File: config.mk
export PLATFORM = sky130hd
export DESIGN_NAME = pwm_source_arbiter_flat
export DESIGN_NICKNAME = d
export VERILOG_FILES = /design/src/rtl/pwm_arb_pkg.sv /design/src/rtl/pwm_source_arbiter_if.sv /design/src/rtl/pwm_slew_limiter.sv /design/src/rtl/pwm_source_arbiter.sv /design/src/flat_wrapper.sv
export SDC_FILE = /design/constraint.sdc
export NUM_CORES = 1
export LEC_CHECK = 0
export CORE_UTILIZATION = 36
export CTS_CLUSTER_DIAMETER = 200
export DETAILED_ROUTE_END_ITERATION = 8
export PLACE_DENSITY_LB_ADDON = 0.12
export SLEW_MARGIN = 10
export SYNTH_ARGS = -nofsm -noshare
export SYNTH_HDL_FRONTEND = slang
export SYNTH_SLANG_ARGS = --single-unit
File: constraint.sdc
create_clock -name clk_255kHz -period 5.9 [get_ports clk_255kHz]
set_clock_uncertainty 0.2 [all_clocks]
set_input_delay 0.885 -clock clk_255kHz [delete_from_list [all_inputs] [get_ports clk_255kHz]]
set_output_delay 0.885 -clock clk_255kHz [all_outputs]
set_load 0.05 [all_outputs]
File: src/rtl/pwm_arb_pkg.sv
// rtl/pwm_arb_pkg.sv - shared types, constants and width clamp for the PWM source arbiter
package pwm_arb_pkg;

    typedef enum logic [1:0] {
        FAILSAFE = 2'd0,
        HOST     = 2'd1,
        RC       = 2'd2
    } arb_state_t;

    localparam logic [7:0] NEUTRAL_WIDTH       = 8'd127;
    localparam int         DEFAULT_FRAME_TICKS = 5100;

    // Tank-mix results range from -128 to 383; fold them back onto the 0..255 width scale.
    function automatic logic [7:0] clamp_width(input logic signed [9:0] v);
        if (v[9]) begin
            return 8'd0;
        end else if (v[8]) begin
            return 8'd255;
        end else begin
            return v[7:0];
        end
    endfunction

endpackage

File: src/rtl/pwm_source_arbiter_if.sv
// rtl/pwm_source_arbiter_if.sv - host/RC request inputs and PWM width outputs of the arbiter
interface pwm_source_arbiter_if;

    logic       pause;
    logic       host_strobe;
    logic [7:0] host_left;
    logic [7:0] host_right;
    logic       rc_valid;
    logic [7:0] rc_throttle;
    logic [7:0] rc_steer;
    logic       rc_mode_valid;
    logic [7:0] rc_mode;
    logic [7:0] width_left;
    logic [7:0] width_right;
    logic [1:0] source;
    logic       frame_start;

    // Requester side: bus registers and RC receivers, observing the selected widths.
    modport master (
        output pause, host_strobe, host_left, host_right,
        output rc_valid, rc_throttle, rc_steer, rc_mode_valid, rc_mode,
        input  width_left, width_right, source, frame_start
    );

    // Arbiter side.
    modport slave (
        input  pause, host_strobe, host_left, host_right,
        input  rc_valid, rc_throttle, rc_steer, rc_mode_valid, rc_mode,
        output width_left, width_right, source, frame_start
    );

endinterface

File: src/rtl/pwm_slew_limiter.sv
// rtl/pwm_slew_limiter.sv - per-channel width register with optional rate limit (SLEW_LIMIT_EN)
module pwm_slew_limiter
    import pwm_arb_pkg::*;
#(
    parameter int STEP = 8
) (
    input  logic       clk,
    input  logic       reset,
    input  logic       step_en,
    input  logic       snap,
    input  logic [7:0] target,
    output logic [7:0] width
);

`ifdef SLEW_LIMIT_EN
    localparam bit SLEW_ON = 1'b1;
`else
    localparam bit SLEW_ON = 1'b0;
`endif

    localparam logic [7:0] STEP_W = 8'(STEP);

    logic [7:0] diff_up;
    logic [7:0] diff_dn;
    logic [7:0] slewed;

    // Move toward target by at most STEP_W; land exactly on target when closer than that.
    always_comb begin
        diff_up = target - width;
        diff_dn = width - target;
        slewed  = target;
        if ((target > width) && (diff_up > STEP_W)) begin
            slewed = width + STEP_W;
        end else if ((target < width) && (diff_dn > STEP_W)) begin
            slewed = width - STEP_W;
        end
    end

    // Width changes only on frame boundaries; failsafe (snap) and the unlimited build jump directly.
    always_ff @(posedge clk) begin
        if (reset) begin
            width <= NEUTRAL_WIDTH;
        end else if (step_en) begin
            width <= (snap || !SLEW_ON) ? target : slewed;
        end
    end

endmodule

File: src/rtl/pwm_source_arbiter.sv
// rtl/pwm_source_arbiter.sv - frame-scheduled host/RC/failsafe PWM source arbiter; optional SLEW_LIMIT_EN
module pwm_source_arbiter
    import pwm_arb_pkg::*;
#(
    parameter int FRAME_TICKS         = DEFAULT_FRAME_TICKS,
    parameter int HOST_TIMEOUT_FRAMES = 25,
    parameter int RC_OVERRIDE_THRESH  = 192,
    parameter int SLEW_STEP           = 8
) (
    input  logic                 clk_255kHz,
    input  logic                 reset,
    pwm_source_arbiter_if.slave  bus
);

    localparam int               CNT_W     = $clog2(FRAME_TICKS);
    localparam int               WD_W      = $clog2(HOST_TIMEOUT_FRAMES + 1);
    localparam logic [CNT_W-1:0] LAST_TICK = CNT_W'(FRAME_TICKS - 1);
    localparam logic [WD_W-1:0]  WD_LAST   = WD_W'(HOST_TIMEOUT_FRAMES - 1);
    localparam logic [WD_W-1:0]  WD_MAX    = WD_W'(HOST_TIMEOUT_FRAMES);
    localparam logic [7:0]       RC_THRESH = 8'(RC_OVERRIDE_THRESH);

    logic [CNT_W-1:0] frame_cnt;
    logic             boundary;
    logic             frame_start_q;
    logic [7:0]       host_left_q;
    logic [7:0]       host_right_q;
    logic [WD_W-1:0]  wd_cnt;
    logic             host_alive;
    arb_state_t       state_q;
    arb_state_t       state_d;
    logic             rc_request;
    logic signed [9:0] mix_left;
    logic signed [9:0] mix_right;
    logic [7:0]       target_left;
    logic [7:0]       target_right;
    logic             snap;
    logic [7:0]       width_left_q;
    logic [7:0]       width_right_q;

    assign boundary   = (frame_cnt == LAST_TICK);
    assign rc_request = bus.rc_mode_valid && (bus.rc_mode >= RC_THRESH);

    // Frame counter; frame_start is high in the first cycle of each new frame.
    always_ff @(posedge clk_255kHz) begin
        if (reset) begin
            frame_cnt     <= '0;
            frame_start_q <= 1'b0;
        end else begin
            frame_start_q <= boundary;
            frame_cnt     <= boundary ? '0 : frame_cnt + CNT_W'(1);
        end
    end

    // Host command latch and watchdog; a strobe always wins over the boundary increment.
    always_ff @(posedge clk_255kHz) begin
        if (reset) begin
            host_left_q  <= NEUTRAL_WIDTH;
            host_right_q <= NEUTRAL_WIDTH;
            wd_cnt       <= '0;
            host_alive   <= 1'b0;
        end else if (bus.host_strobe) begin
            host_left_q  <= bus.host_left;
            host_right_q <= bus.host_right;
            wd_cnt       <= '0;
            host_alive   <= 1'b1;
        end else if (boundary && (wd_cnt != WD_MAX)) begin
            wd_cnt <= wd_cnt + WD_W'(1);
            if (wd_cnt == WD_LAST) begin
                host_alive <= 1'b0;
            end
        end
    end

    // Source state register; it only changes on boundary edges.
    always_ff @(posedge clk_255kHz) begin
        if (reset) begin
            state_q <= FAILSAFE;
        end else begin
            state_q <= state_d;
        end
    end

    // Source selection in priority order; an RC override with bad RC data never falls back to host.
    always_comb begin
        state_d = state_q;
        if (boundary) begin
            if (bus.pause) begin
                state_d = FAILSAFE;
            end else if (rc_request) begin
                state_d = bus.rc_valid ? RC : FAILSAFE;
            end else if (host_alive) begin
                state_d = HOST;
            end else begin
                state_d = FAILSAFE;
            end
        end
    end

    // Tank mix of throttle/steer around the 127 centre, in 10-bit signed to keep the overflow visible.
    always_comb begin
        mix_left  = $signed({2'b00, bus.rc_throttle}) + $signed({2'b00, bus.rc_steer}) - 10'sd127;
        mix_right = $signed({2'b00, bus.rc_throttle}) - $signed({2'b00, bus.rc_steer}) + 10'sd127;
    end

    // Width targets for the state being entered at this boundary.
    always_comb begin
        target_left  = NEUTRAL_WIDTH;
        target_right = NEUTRAL_WIDTH;
        snap         = 1'b0;
        case (state_d)
            HOST: begin
                target_left  = host_left_q;
                target_right = host_right_q;
            end
            RC: begin
                target_left  = clamp_width(mix_left);
                target_right = clamp_width(mix_right);
            end
            default: begin
                snap = 1'b1;
            end
        endcase
    end

    pwm_slew_limiter #(.STEP(SLEW_STEP)) u_slew_left (
        .clk     (clk_255kHz),
        .reset   (reset),
        .step_en (boundary),
        .snap    (snap),
        .target  (target_left),
        .width   (width_left_q)
    );

    pwm_slew_limiter #(.STEP(SLEW_STEP)) u_slew_right (
        .clk     (clk_255kHz),
        .reset   (reset),
        .step_en (boundary),
        .snap    (snap),
        .target  (target_right),
        .width   (width_right_q)
    );

    assign bus.width_left  = width_left_q;
    assign bus.width_right = width_right_q;
    assign bus.source      = state_q;
    assign bus.frame_start = frame_start_q;

endmodule
File: src/flat_wrapper.sv
// flat-port wrapper written by rule: the top's interface ports become plain ports
module pwm_source_arbiter_flat import pwm_arb_pkg::*;
#(
    parameter int FRAME_TICKS         = DEFAULT_FRAME_TICKS,
    parameter int HOST_TIMEOUT_FRAMES = 25,
    parameter int RC_OVERRIDE_THRESH  = 192,
    parameter int SLEW_STEP           = 8
)
  (clk_255kHz, reset, bus_pause, bus_host_strobe, bus_host_left, bus_host_right, bus_rc_valid, bus_rc_throttle, bus_rc_steer, bus_rc_mode_valid, bus_rc_mode, bus_width_left, bus_width_right, bus_source, bus_frame_start);
  pwm_source_arbiter_if bus_i ();
  input  logic clk_255kHz;
  input  logic reset;
  input wire logic [$bits(bus_i.pause)-1:0] bus_pause;
  input wire logic [$bits(bus_i.host_strobe)-1:0] bus_host_strobe;
  input wire logic [$bits(bus_i.host_left)-1:0] bus_host_left;
  input wire logic [$bits(bus_i.host_right)-1:0] bus_host_right;
  input wire logic [$bits(bus_i.rc_valid)-1:0] bus_rc_valid;
  input wire logic [$bits(bus_i.rc_throttle)-1:0] bus_rc_throttle;
  input wire logic [$bits(bus_i.rc_steer)-1:0] bus_rc_steer;
  input wire logic [$bits(bus_i.rc_mode_valid)-1:0] bus_rc_mode_valid;
  input wire logic [$bits(bus_i.rc_mode)-1:0] bus_rc_mode;
  output wire logic [$bits(bus_i.width_left)-1:0] bus_width_left;
  output wire logic [$bits(bus_i.width_right)-1:0] bus_width_right;
  output wire logic [$bits(bus_i.source)-1:0] bus_source;
  output wire logic [$bits(bus_i.frame_start)-1:0] bus_frame_start;
  assign bus_i.pause = bus_pause;
  assign bus_i.host_strobe = bus_host_strobe;
  assign bus_i.host_left = bus_host_left;
  assign bus_i.host_right = bus_host_right;
  assign bus_i.rc_valid = bus_rc_valid;
  assign bus_i.rc_throttle = bus_rc_throttle;
  assign bus_i.rc_steer = bus_rc_steer;
  assign bus_i.rc_mode_valid = bus_rc_mode_valid;
  assign bus_i.rc_mode = bus_rc_mode;
  assign bus_width_left = bus_i.width_left;
  assign bus_width_right = bus_i.width_right;
  assign bus_source = bus_i.source;
  assign bus_frame_start = bus_i.frame_start;
  pwm_source_arbiter #(.FRAME_TICKS(FRAME_TICKS), .HOST_TIMEOUT_FRAMES(HOST_TIMEOUT_FRAMES), .RC_OVERRIDE_THRESH(RC_OVERRIDE_THRESH), .SLEW_STEP(SLEW_STEP)) u_core (.clk_255kHz(clk_255kHz), .reset(reset), .bus(bus_i));
endmodule
* Word-level counts from Yosys, hierarchy flattened *
Cells that the tools add are included.

word-level totals
  bits in registers = 54
  bits of input ports = 46
  output and inout port bits = 19
  logic and storage cells = 42

cells by class
  $add $sub $neg = 6
  order comparisons = 1
  eq/ne operators = 5
  multiplexer cells = 14
  reduce and logical (&&, ||, !) cells = 7

operator list
  operator               count
  $mux 8                 4
  $pmux 8 s2             2
  $add 13x1->13 const B  1
  $eq 13x13->1 const B   1
  $add 10x8->10 const B  1
  $sub 10x8->10 const B  1
  $add 8x8->9            1
  $sub 8x8->9            1
  $ge 8x8->1 const B     1
  $mux 2                 4
  $add 5x1->5 const B    1
  $eq 5x5->1 const B     1
  $ne 5x5->1 const B     1
  $mux 1                 4
  $reduce_bool 2->1      2
  $reduce_or 2->1        2
  $eq 2x1->1 const B     1
  $eq 2x2->1 const B     1
  $logic_and 1x1->1      2
  $reduce_and 2->1       1

* Longest topological paths before layout *
  depth in word-level cells = 7
  depth in mapped cells = 13
  mapped depth without buffers = 12

* Cells and area by module *
From an unflattened synthesis, not the netlist that was laid out.

unflattened totals
  cell total of the unflattened synthesis = 407
  area total of the unflattened synthesis = 3557.2 µm²

by module, submodules not included
  module              instances  cells each  area an instance (µm²)  sequential area each (µm²)
  pwm_source_arbiter  1          355         2949.1                  760.7
  pwm_slew_limiter    2          26          304.0                   160.2

* Least setup slack after synthesis *
OpenSTA, ideal clock, no wires.

  path kind = input port to flip-flop
  start point = in bus_rc_steer[3]
  end point = reg u_core.u_slew_right.width[7]
  setup time = 0.123 ns
  arrival time = 2.840 ns
  path slack = 2.737 ns
  stages = 11
  cell sequence = inv_1 > ha_1 > buf_6 > or2_0 > a2111o_1 > a21boi_2 > nand2_1 > or3_1 > and3_4 > o21ai_1 > a21oi_1

between the ends
  cells in the longest elaborated chain, start to end = 5

ends and longest elaborated chain
  item                  RTL line                   text
  start, declared       flat_wrapper.sv:19         input wire logic [$bits(bus_i.rc_steer)-1:0] bus_rc_steer;
  $sub 8x8->9 (*)       pwm_source_arbiter.sv:102  mix_right = $signed({2'b00, bus.rc_throttle}) - $signed({2'b00, bus.rc_steer}) + 10'sd127;
  $add 10x8->10 (*)     pwm_source_arbiter.sv:102
  $mux 8                pwm_arb_pkg.sv:17          end else if (v[8]) begin
  $mux 8 (*)            pwm_arb_pkg.sv:15          if (v[9]) begin
  $pmux 8 s2 (*)        pwm_source_arbiter.sv:110  case (state_d)
  end signal, assigned  pwm_slew_limiter.sv:44     width <= (snap || !SLEW_ON) ? target : slewed;
  end, declared         pwm_slew_limiter.sv:12     output logic [7:0] width

Mark *: on every way between the ends. The rest lies on a longest branch, timed or not.
A chain may end at the register's enable or synchronous reset.

* Worst setup path in the final report *
  start point = in bus_rc_steer[2]
  end point = reg u_core.u_slew_left.width[3]

between the ends
  cells in the longest elaborated chain, start to end = 5

ends and longest elaborated chain
  item                  RTL line                   text
  $add 8x8->9 (*)       pwm_source_arbiter.sv:101  mix_left = $signed({2'b00, bus.rc_throttle}) + $signed({2'b00, bus.rc_steer}) - 10'sd127;
  $sub 10x8->10 (*)     pwm_source_arbiter.sv:101
  $mux 8                pwm_arb_pkg.sv:17
  $mux 8 (*)            pwm_arb_pkg.sv:15
  $pmux 8 s2 (*)        pwm_source_arbiter.sv:110
  end signal, assigned  pwm_slew_limiter.sv:44
  end, declared         pwm_slew_limiter.sv:12

Marked as above.

==> flow_metrics.py <==
metrics = {
    "placed_design": {
        "dp_hpwl_um": 6090,
        "gp_congestion": 0.831,
        "place_area_mm2": 0.00422,
        "port_buffers": 58,
        "place_ws_ns": 1.79,
        "placed_cells": 594,
    },
    "status": {
        "status": "finished, final reports clean",
    },
    "power": {
        "swShare_pct": 29.8,
        "p_switching_mw": 0.243,
        "peakVddDrop_uv": 96.5,
        "power_mw": 0.816,
        "power.static_leakage_nw": 1.62,
        "p_comb_share_pct": 27.4,
        "p_clk_share_pct": 26.0,
        "p_int_mw": 0.573,
        "seqPwrFrac_pct": 46.5,
        "power_density_mw_per_mm2": 189,
    },
    "finish": {
        "area_growth_pct": 21.2,
        "final_core_util_pct": 45.8,
        "drive_above_1_share_pct": 5.29,
        "post-route-cell-area_mm2": 0.00431,
        "stdcell_count": 602,
        "n_fill_cell": 966,
        "final_nets": 544,
        "n_antenna_cell": 0,
    },
    "synth": {
        "seq_area_frac_synth_pct": 30.4,
        "yosys-top-cells-area": "dfxtp_1, ha_1, xnor2_1",
        "syn_avg_cell_area_um2": 8.35,
        "yosysTopAreaCellShare_pct": 30.4,
        "synth-edff-count": 0,
        "synth_cell_types": 66,
        "synth_top_cell_by_area": "dfxtp_1",
        "async_flop_share_pct": 0,
        "syn_nets": 498,
        "synthFlopType": "dfxtp_1",
        "syn-cell-area_mm2": 0.00356,
        "ys_ff_latch": 54,
        "synth_warnings": 0,
        "synth.most_common_cell": "dfxtp_1",
        "synthTopCellsByCount": "dfxtp_1, nor2_1, a21oi_1",
        "synthCells": 426,
    },
    "worst_setup_path": {
        "r2r-start": "u_core.frame_cnt[0]$_SDFF_PP0_",
        "cp_cell_sequence": "clkdlybuf4s50_1, inv_1, ha_1, nor2b_1, a2111oi_0, o22ai_1, xor2_1, a31oi_2, xnor2_2, a21boi_1, o22a_1",
        "crit_start": "bus_rc_steer[2]",
        "slowest_delay_ns": 0.50,
        "cp.depth": 11,
        "cp-end-kind": "flip-flop",
        "path_class": "in -> reg",
        "crit_buf_inv": 2,
        "path_max_fanout": 12,
        "worst_setup_path_start_kind": "primary input",
        "cp-endpoint": "u_core.u_slew_left.width[3]$_SDFFE_PP1P_",
        "rr_worst_depth": 12,
        "cp_top_family": "compound AO/OA/AOI/OAI gates",
        "worst-r2r-setup-slack_ns": 2.38,
        "crit_arrival_ns": 3.84,
        "required_ns": 5.90,
        "worstReg2RegEnd": "u_core.u_slew_left.width[5]$_SDFFE_PP1P_",
        "critPathSlowestCell": "a2111oi_0",
    },
    "cts": {
        "clock-sinks": 54,
        "root_buffer": "clkbuf_8",
        "clkLatencyLatePin_ns": 0.30,
        "post_cts_resized": 0,
        "cts_tree": "done",
        "post-cts-setup-buffer-count": 0,
        "cts.path.max_buffers": 2,
        "clk_pin_slew_ns": 0.10,
        "h-tree-depth": 2,
        "ctsHoldBuffers": 0,
        "cts_buffers": 5,
    },
    "sta": {
        "hold_ws_ns": 0.273,
        "setup_viol": 0,
        "slew_viol_final": 0,
        "period_needed_ns": 3.84,
        "tightest_slew_ns": 0.968,
        "fin_crit_sh_pct": 65.1,
        "relSlewSlack_pct": 35.5,
        "hold_viol": 0,
        "finalWorstSetupSlack_ns": 2.06,
        "fmax_mhz": 260,
        "final.setup.tns_ns": 0,
        "rsz0062_at_grt": "no",
    },
    "detailed_routing": {
        "drt_iter0_drc": 122,
        "ant_nets": 0,
        "vias": 3025,
        "wl_per_cell_um": 13.4,
        "routed_via_density": 5.02,
        "firstDrtPassIters": 4,
        "wl_um": 8080,
        "remaining_drc_errors": 0,
    },
    "min_path": {
        "hp-class": "reg -> reg",
        "min_from": "u_core.frame_cnt[0]$_SDFF_PP0_",
    },
    "floorplanning": {
        "num_io_pins": 65,
        "core-area_mm2": 0.00942,
        "rows": 35,
        "die-width_um": 101,
        "die_area_mm2": 0.0103,
        "die_y_um": 101,
        "initial_core_util_pct": 37.8,
    },
    "global_route": {
        "grt_use_total_pct": 16.7,
        "first_global_vias": 2945,
        "grt_pass1_wl_um": 13700,
        "grt_overflow_total": 0,
        "grt_max_degree": 37,
        "antenna_found_initial": 0,
    },
    "job": {
        "cap_violations": 0,
    },
}
## power groups by stage
stage / sequential, mW / clock (mW) / combinational, mW
6_report: 0.379 / 0.212 / 0.224
5_1_grt: 0.381 / 0.236 / 0.251
2_1_floorplan: 0.386 / 0 / 0.163
3_5_place_dp: 0.388 / 0 / 0.224
4_1_cts: 0.379 / 0.218 / 0.225
3_3_place_gp: 0.388 / 0 / 0.221
## sequential cells by signal (all words and copies together) (netlist names)
register / count
u_core.bus.source: 2
u_core.wd_cnt: 5
u_core.u_slew_left.width: 8
u_core.bus.frame_start: 1
u_core.u_slew_right.width: 8
u_core.host_left_q: 8
u_core.host_right_q: 8
u_core.frame_cnt: 13
u_core.host_alive: 1
## routing by layer
layer  wire length (um)  up-vias  global-route usage [%]
li1                   -     1587                       -
met1               4300     1388                    23.9
met2               3490       43                    26.6
met4                 55        0                    2.34
met3                234        7                    3.11
met5                  0        -                       0
## cells in the final DEF (no fill, tap or decap), drive strengths merged, types with 18 or more instances in the layout
master         instances
clkdlybuf4s50         58
inv                   19
ha                    25
dfxtp                 54
nor2b                 18
nor2                  41
nand2                 34
xnor2                 22
a21oi                 35
## area by class of cell
class | instances | area (um2) | area share, %
Multi-Input combinational cell | 332 | 2310 | 53.6
Timing Repair Buffer | 60 | 596 | 13.8
Sequential cell | 54 | 1080 | 25.1
Clock inverter | 1 | 5.00 | 0.116
Inverter | 19 | 71.3 | 1.65
Clock buffer | 7 | 86.3 | 2.00
Tap cell | 129 | 161 | 3.74
## cells by family (layout without fill, tap and decap cells)
kind of cell / after synthesis / after routing / synth area share [%]
DFF: 54 / 54 / 30.4
buffers and inverters: 40 / 87 / 4.61
AOI/OAI and AO/OA: 105 / 105 / 21.5
adders and majority gates: 27 / 27 / 9.67
muxes: 6 / 6 / 1.69
xor gates and xnor gates: 39 / 39 / 9.81
and+or+nand+nor: 155 / 155 / 22.3
## how the worst min path moves through the flow
stage / slack, ns / to / depth (start not counted)
2_1_floorplan: 0.23 / u_core.frame_cnt[0]$_SDFF_PP0_ / 1
3_3_place_gp: 0.25 / u_core.frame_cnt[0]$_SDFF_PP0_ / 1
3_5_place_dp: 0.26 / u_core.frame_cnt[0]$_SDFF_PP0_ / 1
4_1_cts: 0.27 / u_core.frame_cnt[0]$_SDFF_PP0_ / 1
5_1_grt: 0.29 / u_core.frame_cnt[0]$_SDFF_PP0_ / 1
6_report: 0.27 / u_core.frame_cnt[0]$_SDFF_PP0_ / 1
Power figures use the tool's default switching activity.
